===== config.mk =====
export PLATFORM = sky130hd
export DESIGN_NAME = rat_uart_tx
export DESIGN_NICKNAME = d
export VERILOG_FILES = /design/src/rtl/rat_uart_tx.sv
export SDC_FILE = /design/constraint.sdc
export NUM_CORES = 1
export LEC_CHECK = 0
export BUFFER_PORTS_ARGS = -buffer_cell sky130_fd_sc_hd__buf_2
export CAP_MARGIN = 10
export CORE_MARGIN = 3
export CORE_UTILIZATION = 50
export DETAILED_ROUTE_END_ITERATION = 10
export PLACE_DENSITY = 0.81
export SYNTH_ARGS = -nofsm -noshare
export SYNTH_HDL_FRONTEND = slang
export SYNTH_SLANG_ARGS = --single-unit

===== constraint.sdc =====
create_clock -name CLK -period 2.6 [get_ports CLK]
set_input_delay 0.52 -clock CLK [delete_from_list [all_inputs] [get_ports CLK]]
set_output_delay 0.52 -clock CLK [all_outputs]
set_load 0.01 [all_outputs]

===== src/rtl/rat_uart_tx.sv =====
// Transmit-only UART for the RAT MCU: a 4-deep byte FIFO written from the
// output-port bus feeding an 8N1 serializer, with status byte and done interrupt.
module rat_uart_tx #(
  parameter int unsigned CLKS_PER_BIT = 868,
  parameter logic [7:0]  TX_DATA_ID   = 8'h40,
  parameter logic [7:0]  TX_STAT_ID   = 8'h41
) (
  input  logic       CLK,
  input  logic       RESET_N,
  input  logic [7:0] PORT_ID,
  input  logic [7:0] OUT_PORT,
  input  logic       IO_STRB,
  output logic       TX,
  output logic [7:0] STATUS,
  output logic       INTR
);

  typedef enum logic [1:0] {IDLE, START, DATA, STOP} state_e;

  state_e      state_q;
  logic [11:0] baud_q;
  logic [2:0]  bit_q;
  logic [7:0]  shift_q;
  logic        tx_q;
  logic        intr_q;

  logic [7:0]  mem_q [4];
  logic [1:0]  wr_ptr_q, rd_ptr_q;
  logic [2:0]  count_q, count_d;
  logic        ovf_q;

  logic wr_data, wr_stat, full, empty, baud_done, pop, push;

  assign wr_data   = IO_STRB && (PORT_ID == TX_DATA_ID);
  assign wr_stat   = IO_STRB && (PORT_ID == TX_STAT_ID);
  assign full      = (count_q == 3'd4);
  assign empty     = (count_q == 3'd0);
  assign baud_done = (baud_q == 12'(CLKS_PER_BIT - 1));

  // A pop frees a slot on the same edge, so a write to a full FIFO that
  // coincides with a pop is still accepted.
  assign pop     = !empty && ((state_q == IDLE) || (state_q == STOP && baud_done));
  assign push    = wr_data && (!full || pop);
  assign count_d = count_q + 3'(push) - 3'(pop);

  always_ff @(posedge CLK) begin
    if (push) mem_q[wr_ptr_q] <= OUT_PORT;
  end

  always_ff @(posedge CLK or negedge RESET_N) begin
    if (!RESET_N) begin
      wr_ptr_q <= '0;
      rd_ptr_q <= '0;
      count_q  <= '0;
      ovf_q    <= 1'b0;
    end else begin
      if (push) wr_ptr_q <= wr_ptr_q + 2'd1;
      if (pop)  rd_ptr_q <= rd_ptr_q + 2'd1;
      count_q <= count_d;
      if (wr_stat)              ovf_q <= 1'b0;
      else if (wr_data && !push) ovf_q <= 1'b1;
    end
  end

  always_ff @(posedge CLK or negedge RESET_N) begin
    if (!RESET_N) begin
      state_q <= IDLE;
      baud_q  <= '0;
      bit_q   <= '0;
      shift_q <= '0;
      tx_q    <= 1'b1;
      intr_q  <= 1'b0;
    end else begin
      intr_q <= 1'b0;
      case (state_q)
        IDLE: begin
          tx_q   <= 1'b1;
          baud_q <= '0;
          if (pop) begin
            shift_q <= mem_q[rd_ptr_q];
            state_q <= START;
            tx_q    <= 1'b0;
          end
        end
        START: begin
          if (baud_done) begin
            baud_q  <= '0;
            bit_q   <= '0;
            state_q <= DATA;
            tx_q    <= shift_q[0];
          end else begin
            baud_q <= baud_q + 12'd1;
          end
        end
        DATA: begin
          if (baud_done) begin
            baud_q <= '0;
            if (bit_q == 3'd7) begin
              state_q <= STOP;
              tx_q    <= 1'b1;
            end else begin
              bit_q   <= bit_q + 3'd1;
              shift_q <= {1'b0, shift_q[7:1]};
              tx_q    <= shift_q[1];
            end
          end else begin
            baud_q <= baud_q + 12'd1;
          end
        end
        STOP: begin
          if (baud_done) begin
            baud_q <= '0;
            // Chain straight into the next frame when bytes are waiting.
            if (pop) begin
              shift_q <= mem_q[rd_ptr_q];
              state_q <= START;
              tx_q    <= 1'b0;
            end else begin
              state_q <= IDLE;
              intr_q  <= 1'b1;
            end
          end else begin
            baud_q <= baud_q + 12'd1;
          end
        end
        default: begin
          state_q <= IDLE;
          tx_q    <= 1'b1;
        end
      endcase
    end
  end

  assign TX     = tx_q;
  assign INTR   = intr_q;
  assign STATUS = {1'b0, ovf_q, (state_q != IDLE), empty, full, count_q};

endmodule


# Yosys cells after proc, flatten, opt, wreduce, memory -nomap -nowiden
# Memories as Yosys holds them, arrays and structs flattened.
# Index checks and enable logic that the tools add are counted.
op_classes:
  add_sub_neg: 6
  eq_ne: 15
  muxes: 31
  n_reduce_logical: 22
op_table:
  columns: ["operator", "n"]
  rows:
  - ["2-to-1 mux 8 bit", 4]
  - ["one-hot mux 12 bit (2 select lines)", 1]
  - ["one-hot mux 8 bit (3 select lines)", 1]
  - ["equality test 8 x 7 -> 1 bit (second input constant)", 2]
  - ["inequality test 2 bit (second input constant)", 7]
  - ["2-to-1 mux 1 bit", 13]
  - ["adder 12 x 1 -> 12 bit (second input constant)", 1]
  - ["equality test 12 x 10 -> 1 bit (second input constant)", 1]
  - ["2-to-1 mux 12 bit", 1]
  - ["AND reduction 4 bit", 3]
  - ["2-to-1 mux 2 bit", 5]
  - ["2-to-1 mux 3 bit", 3]
  - ["one-hot mux 2 bit (4 select lines)", 1]
  - ["equality test 3 bit (second input constant)", 2]
  - ["logical AND 1 bit", 6]
  - ["one-hot mux 3 bit (2 select lines)", 1]
  - ["nonzero test 2 bit", 3]
  - ["AND reduction 5 bit", 1]
  - ["adder 2 x 1 -> 2 bit (second input constant)", 2]
  - ["equality test 2 bit (second input constant)", 2]
  - ["one-hot mux 1 bit (4 select lines)", 1]
  - ["adder 3 x 1 -> 3 bit", 1]
  - ["adder 3 x 1 -> 3 bit (second input constant)", 1]
  - ["logical NOT 1 bit", 3]
  - ["other kinds (7)", 8]
word_totals:
  reg_bits: 35
  ramBits: 32
  in_bits: 19
  output_inout_bits: 10
  n_memories: 1
mem_list:
  columns: ["name", "words", "width", "rd", "rd_ports_with_merged_regs", "write_ports", "line_no", "rtl"]
  rows:
  - ["mem_q", 4, 8, 1, 0, 1, "27", "logic [7:0] mem_q [4];"]

# Logic depth before layout (Yosys ltp)
depth:
  depth_word: 10
  mapped_depth: 10
  depth_no_buf: 10

# Worst setup path before layout
# OpenSTA, ideal clock, no wires.
synth_path:
  kind: "register to register"
  startpoint: "register baud_q[0]"
  endpoint: "register count_q[2]"
  setup_time_ns: 0.129
  arrival_time_ns: 2.486
  slack_ns: -0.015
  path_stages_with_launch: 11
  path_buffers: 0
  cell_sequence: "dfrtp_1 -> ha_1 -> nor4b_4 -> a41oi_4 -> a211oi_4 -> mux2_2 -> ha_1 -> inv_1 -> fa_1 -> xnor2_1 -> xnor2_1"
synth_between:
  elab_chain_cells: 8
synth_lines:
  columns: ["item", "line_no", "rtl"]
  rows:
  - ["start, declared", "21", "logic [11:0] baud_q;"]
  - ["start signal, assigned", "92", "baud_q <= baud_q + 12'd1;"]
  - ["start signal, assigned", "107", "baud_q <= baud_q + 12'd1;"]
  - ["start signal, assigned", "123", "baud_q <= baud_q + 12'd1;"]
  - ["equality test 12 x 10 -> 1 bit *", "38", "assign baud_done = (baud_q == 12'(CLKS_PER_BIT - 1));"]
  - ["logical AND 1 bit *", "42", "assign pop = !empty && ((state_q == IDLE) || (state_q == STOP && baud_done));"]
  - ["logical OR 1 bit *", "42", null]
  - ["logical AND 1 bit *", "42", null]
  - ["logical OR 1 bit", "43", "assign push = wr_data && (!full || pop);"]
  - ["logical AND 1 bit", "43", null]
  - ["adder 3 x 1 -> 3 bit", "44", "assign count_d = count_q + 3'(push) - 3'(pop);"]
  - ["subtractor 3 x 1 -> 3 bit *", "44", null]
  - ["named net count_d[2]", "29", "logic [2:0] count_q, count_d;"]
  - ["end signal, assigned", "59", "count_q <= count_d;"]
  - ["end, declared", "29", null]
# The timed path passes the listed nets; every way through them passes the cells marked *.
# A chain may end at the register's enable or synchronous reset.

# Worst setup path after layout
layout_path:
  startpoint: "register baud_q[0]"
  endpoint: "register count_q[1]"
# Same word-level chain as after synthesis.

==> run_results.csv <==
group,metric,value,unit
clock_tree,cts.clk_slew.worst_paths,80,ps
yosys,ys_ff_latch,67,
power,power.switching,1310,µW
timing,setup_viol,0,
place,place_inst,351,
yosys,synth_cell_types,53,
power,clock_power_share,0.228,
power,internal_power,2450,µW
setup_path,cp-end-kind,"flip-flop",
place,dpl.hpwl,4190,µm
place,gp_congestion,0.786,
power,powerDensity,998,nW/µm²
route,first_iter_violations,168,
yosys,seq_area_frac_synth,0.557,
floorplan,pin_count,29,
clock_tree,cts_root_buf,"clkbuf_8",
finish,final_util,0.612,
clock_tree,numCtsBuffers,9,
floorplan,dieWidth,87.3,µm
worst_hold_path,hp-class,"primary input to async pin",
floorplan,fp.coreArea,6170,µm²
setup_path,worstSetupPathType,"flip-flop to flip-flop",
setup_path,cp.arrival,2730,ps
yosys,ys.flop_type,"dfrtp_1",
setup_path,critPathLaunchType,"flip-flop",
timing,grt_setup_unrepaired,"no",
timing,period_minus_slack,2440,ps
route,avgViaCountPerCell,5.76,
yosys,synth_edf_count,32,
setup_path,critical_path_required,2890,ps
finish,multiInputGateArea,1340,µm²
setup_path,regToRegSetupSlack,160,ps
yosys,syn_area,3300,µm²
timing,fin_setup_tns,0,ps
yosys,syn-num-nets,286,
yosys,netlist_instances,253,
finish,seq_area,1840,µm²
clock_tree,h-tree-depth,3,
finish,n_antenna_cell,0,
timing,drv_slew,0,
timing,max_freq,0.410,GHz
power,irDropWorstVdd,693,µV
floorplan,die_y,87.3,µm
setup_path,slowest_delay,420,ps
route,drt-pass1-iter-count,4,
yosys,avgSynthCellArea,13.1,µm²
place,place_ws,2.01,ps
timing,setup_ws,160,ps
grt,grt_remaining_overflow,0,
place,portBuffers,27,
clock_tree,tritoncts,"built",
floorplan,die-area,7620,µm²
route,ant_nets,0,
finish,drive_gt1_frac,0.310,
finish,finalNonFillerCells,372,
yosys,synth_area_leaders,"edfxtp_1 (29%), dfrtp_1 (26%), mux4_2 (5.5%), ha_1 (4.9%), o21ai_0 (2.3%)",
yosys,ys_warn_count,0,
power,leakagePower,0.00150,µW
timing,timing.final.crit_share,0.939,
timing,final.setup_skew,10.8,ps
power,p_comb_frac,0.377,
floorplan,num_rows,28,
grt,antenna_found_initial,0,
clock_tree,cts.sinks,67,
power,p_sw_frac,0.348,
finish,nets,325,
grt,grt_use_total,0.174,
timing,timing.slew.headroom,0.479,
floorplan,start_util,0.536,
yosys,synth_top_cell_by_area,"edfxtp_1",
power,seqPwrFrac,0.395,
power,power,3770,µW
status,status,"complete, no violations",
route,post-route-drc-count,0,
route,wl,6010,µm
grt,grt_pass1_wl,10000,µm
setup_path,cp_slowest_cell,"fa_2",
finish,areaGrowthSynthToFinish,14.2,%
finish,nFillCells,467,
clock_tree,cts_hold_buf,0,
setup_path,reg2regPathDepth,9,
grt,grt_max_degree,36,
timing,finalHoldViolations,0,
yosys,synth_top_cell_area_share,0.291,
grt,grt_pass1_vias,2109,
job,cap_violations,0,
clock_tree,clk_latency,350,ps
yosys,async_reset_ff_frac,0.522,
setup_path,crit_chain,"ha_1, nor4b_4, a41oi_4, nor2_1, mux2_2, ha_1, inv_1, fa_2, inv_1",
route,wl_per_cell,16.2,µm
clock_tree,clk_path_buf_depth,2,
setup_path,cp_max_fo,4,
route,vias,2142,
timing,tightest_slew,782,ps
## layer usage
metal  share of wire  global-route usage
met1            0.44               0.218
met2            0.50               0.277
met3           0.052              0.0587
met4           0.015              0.0683
met5               0                   0
## cell usage after synthesis (5+ instances only)
cell / n
buf_2: 7
mux4_2: 8
and2_1: 5
inv_1: 10
nor2_1: 12
a21oi_1: 7
ha_1: 13
nor3_1: 7
dfrtp_1: 34
buf_4: 5
o221a_2: 5
xnor2_1: 8
or3_1: 6
nand2_1: 11
edfxtp_1: 32
o21ai_0: 15
nand4_1: 9
## repair_timing
item	4_1_cts	5_1_grt
setup endpoints to repair	0	1
hold endpoints to repair	0	0
resized for setup	0	2
setup buffers	0	5
## final cells by class
cell class | count | area share
inverters | 11 | 0.0109
clock buffers | 9 | 0.0328
multi-input cells | 159 | 0.355
clock inverters | 7 | 0.0199
repair buffers | 44 | 0.0697
flip-flops and latches | 67 | 0.487
well taps | 75 | 0.0249
## path summary, 6_finish.rpt
check / from / end
min in group CLK: OUT_PORT[4] / mem_q[2][4]
worst min-delay path: RESET_N / shift_q[4]
max in group asynchronous: RESET_N / baud_q[0]
worst max register to register: baud_q[0] / count_q[1]
worst max-delay path: baud_q[0] / count_q[1]
worst min register to register: TX / TX
## power by group through the flow
stage / combinational (µW) / sequential [µW] / clock (µW)
after floorplan: 1080 / 1440 / 0
after CTS: 1370 / 1490 / 876
final: 1420 / 1490 / 857
after global placement: 1310 / 1500 / 0
after global routing: 1560 / 1520 / 931
after detailed placement: 1360 / 1510 / 0
## stage by stage
stage,hold WS (ps),cell area [µm²]
2_1_floorplan,224,3300
3_3_place_gp,465,3530
3_5_place_dp,466,3530
4_1_cts,272,3720
5_1_grt,302,3770
6_report,248,3770
## kinds of logic after synthesis
kind of cell             after synthesis  synth area share
adder cells (fa/ha/maj)               14            0.0553
multiplexers                          15            0.0792
AND/OR/NAND/NOR                       75             0.135
buffers and inverters                 27            0.0413
AO/OA/AOI/OAI                         43             0.102
flip-flops                            67             0.557
other                                  1           0.00114
XOR/XNOR                              11            0.0292
## state kept, by name, summed over array words and instances (netlist names)
| name | cells |
|---|---|
| mem_q | 32 |
| rd_ptr_q | 2 |
| state_q | 2 |
| count_q | 3 |
| bit_q | 3 |
| shift_q | 8 |
| INTR | 1 |
| wr_ptr_q | 2 |
| ovf_q | 1 |
| baud_q | 12 |
| TX | 1 |
## critical path: cells and delay by family (launching register included)
kind / cells / cell delay (ps)
AOI/OAI and AO/OA: 1 / 210
adders and majority gates: 3 / 780
buffers and inverters: 2 / 140
DFF: 1 / 380
muxes: 1 / 360
and+or+nand+nor: 2 / 530
## placed cells by master, fill, tap and decap left out, drive strengths merged, types with 7 or more instances in the layout
cell type,count
inv,12
nor2,12
dfrtp,34
nor3,8
clkbuf,9
edfxtp,32
ha,13
buf,44
mux4,8
xnor2,8
a21oi,7
nand2,11
nand4,10
o21ai,15
Note: power is estimated with default switching activity, not from simulation.
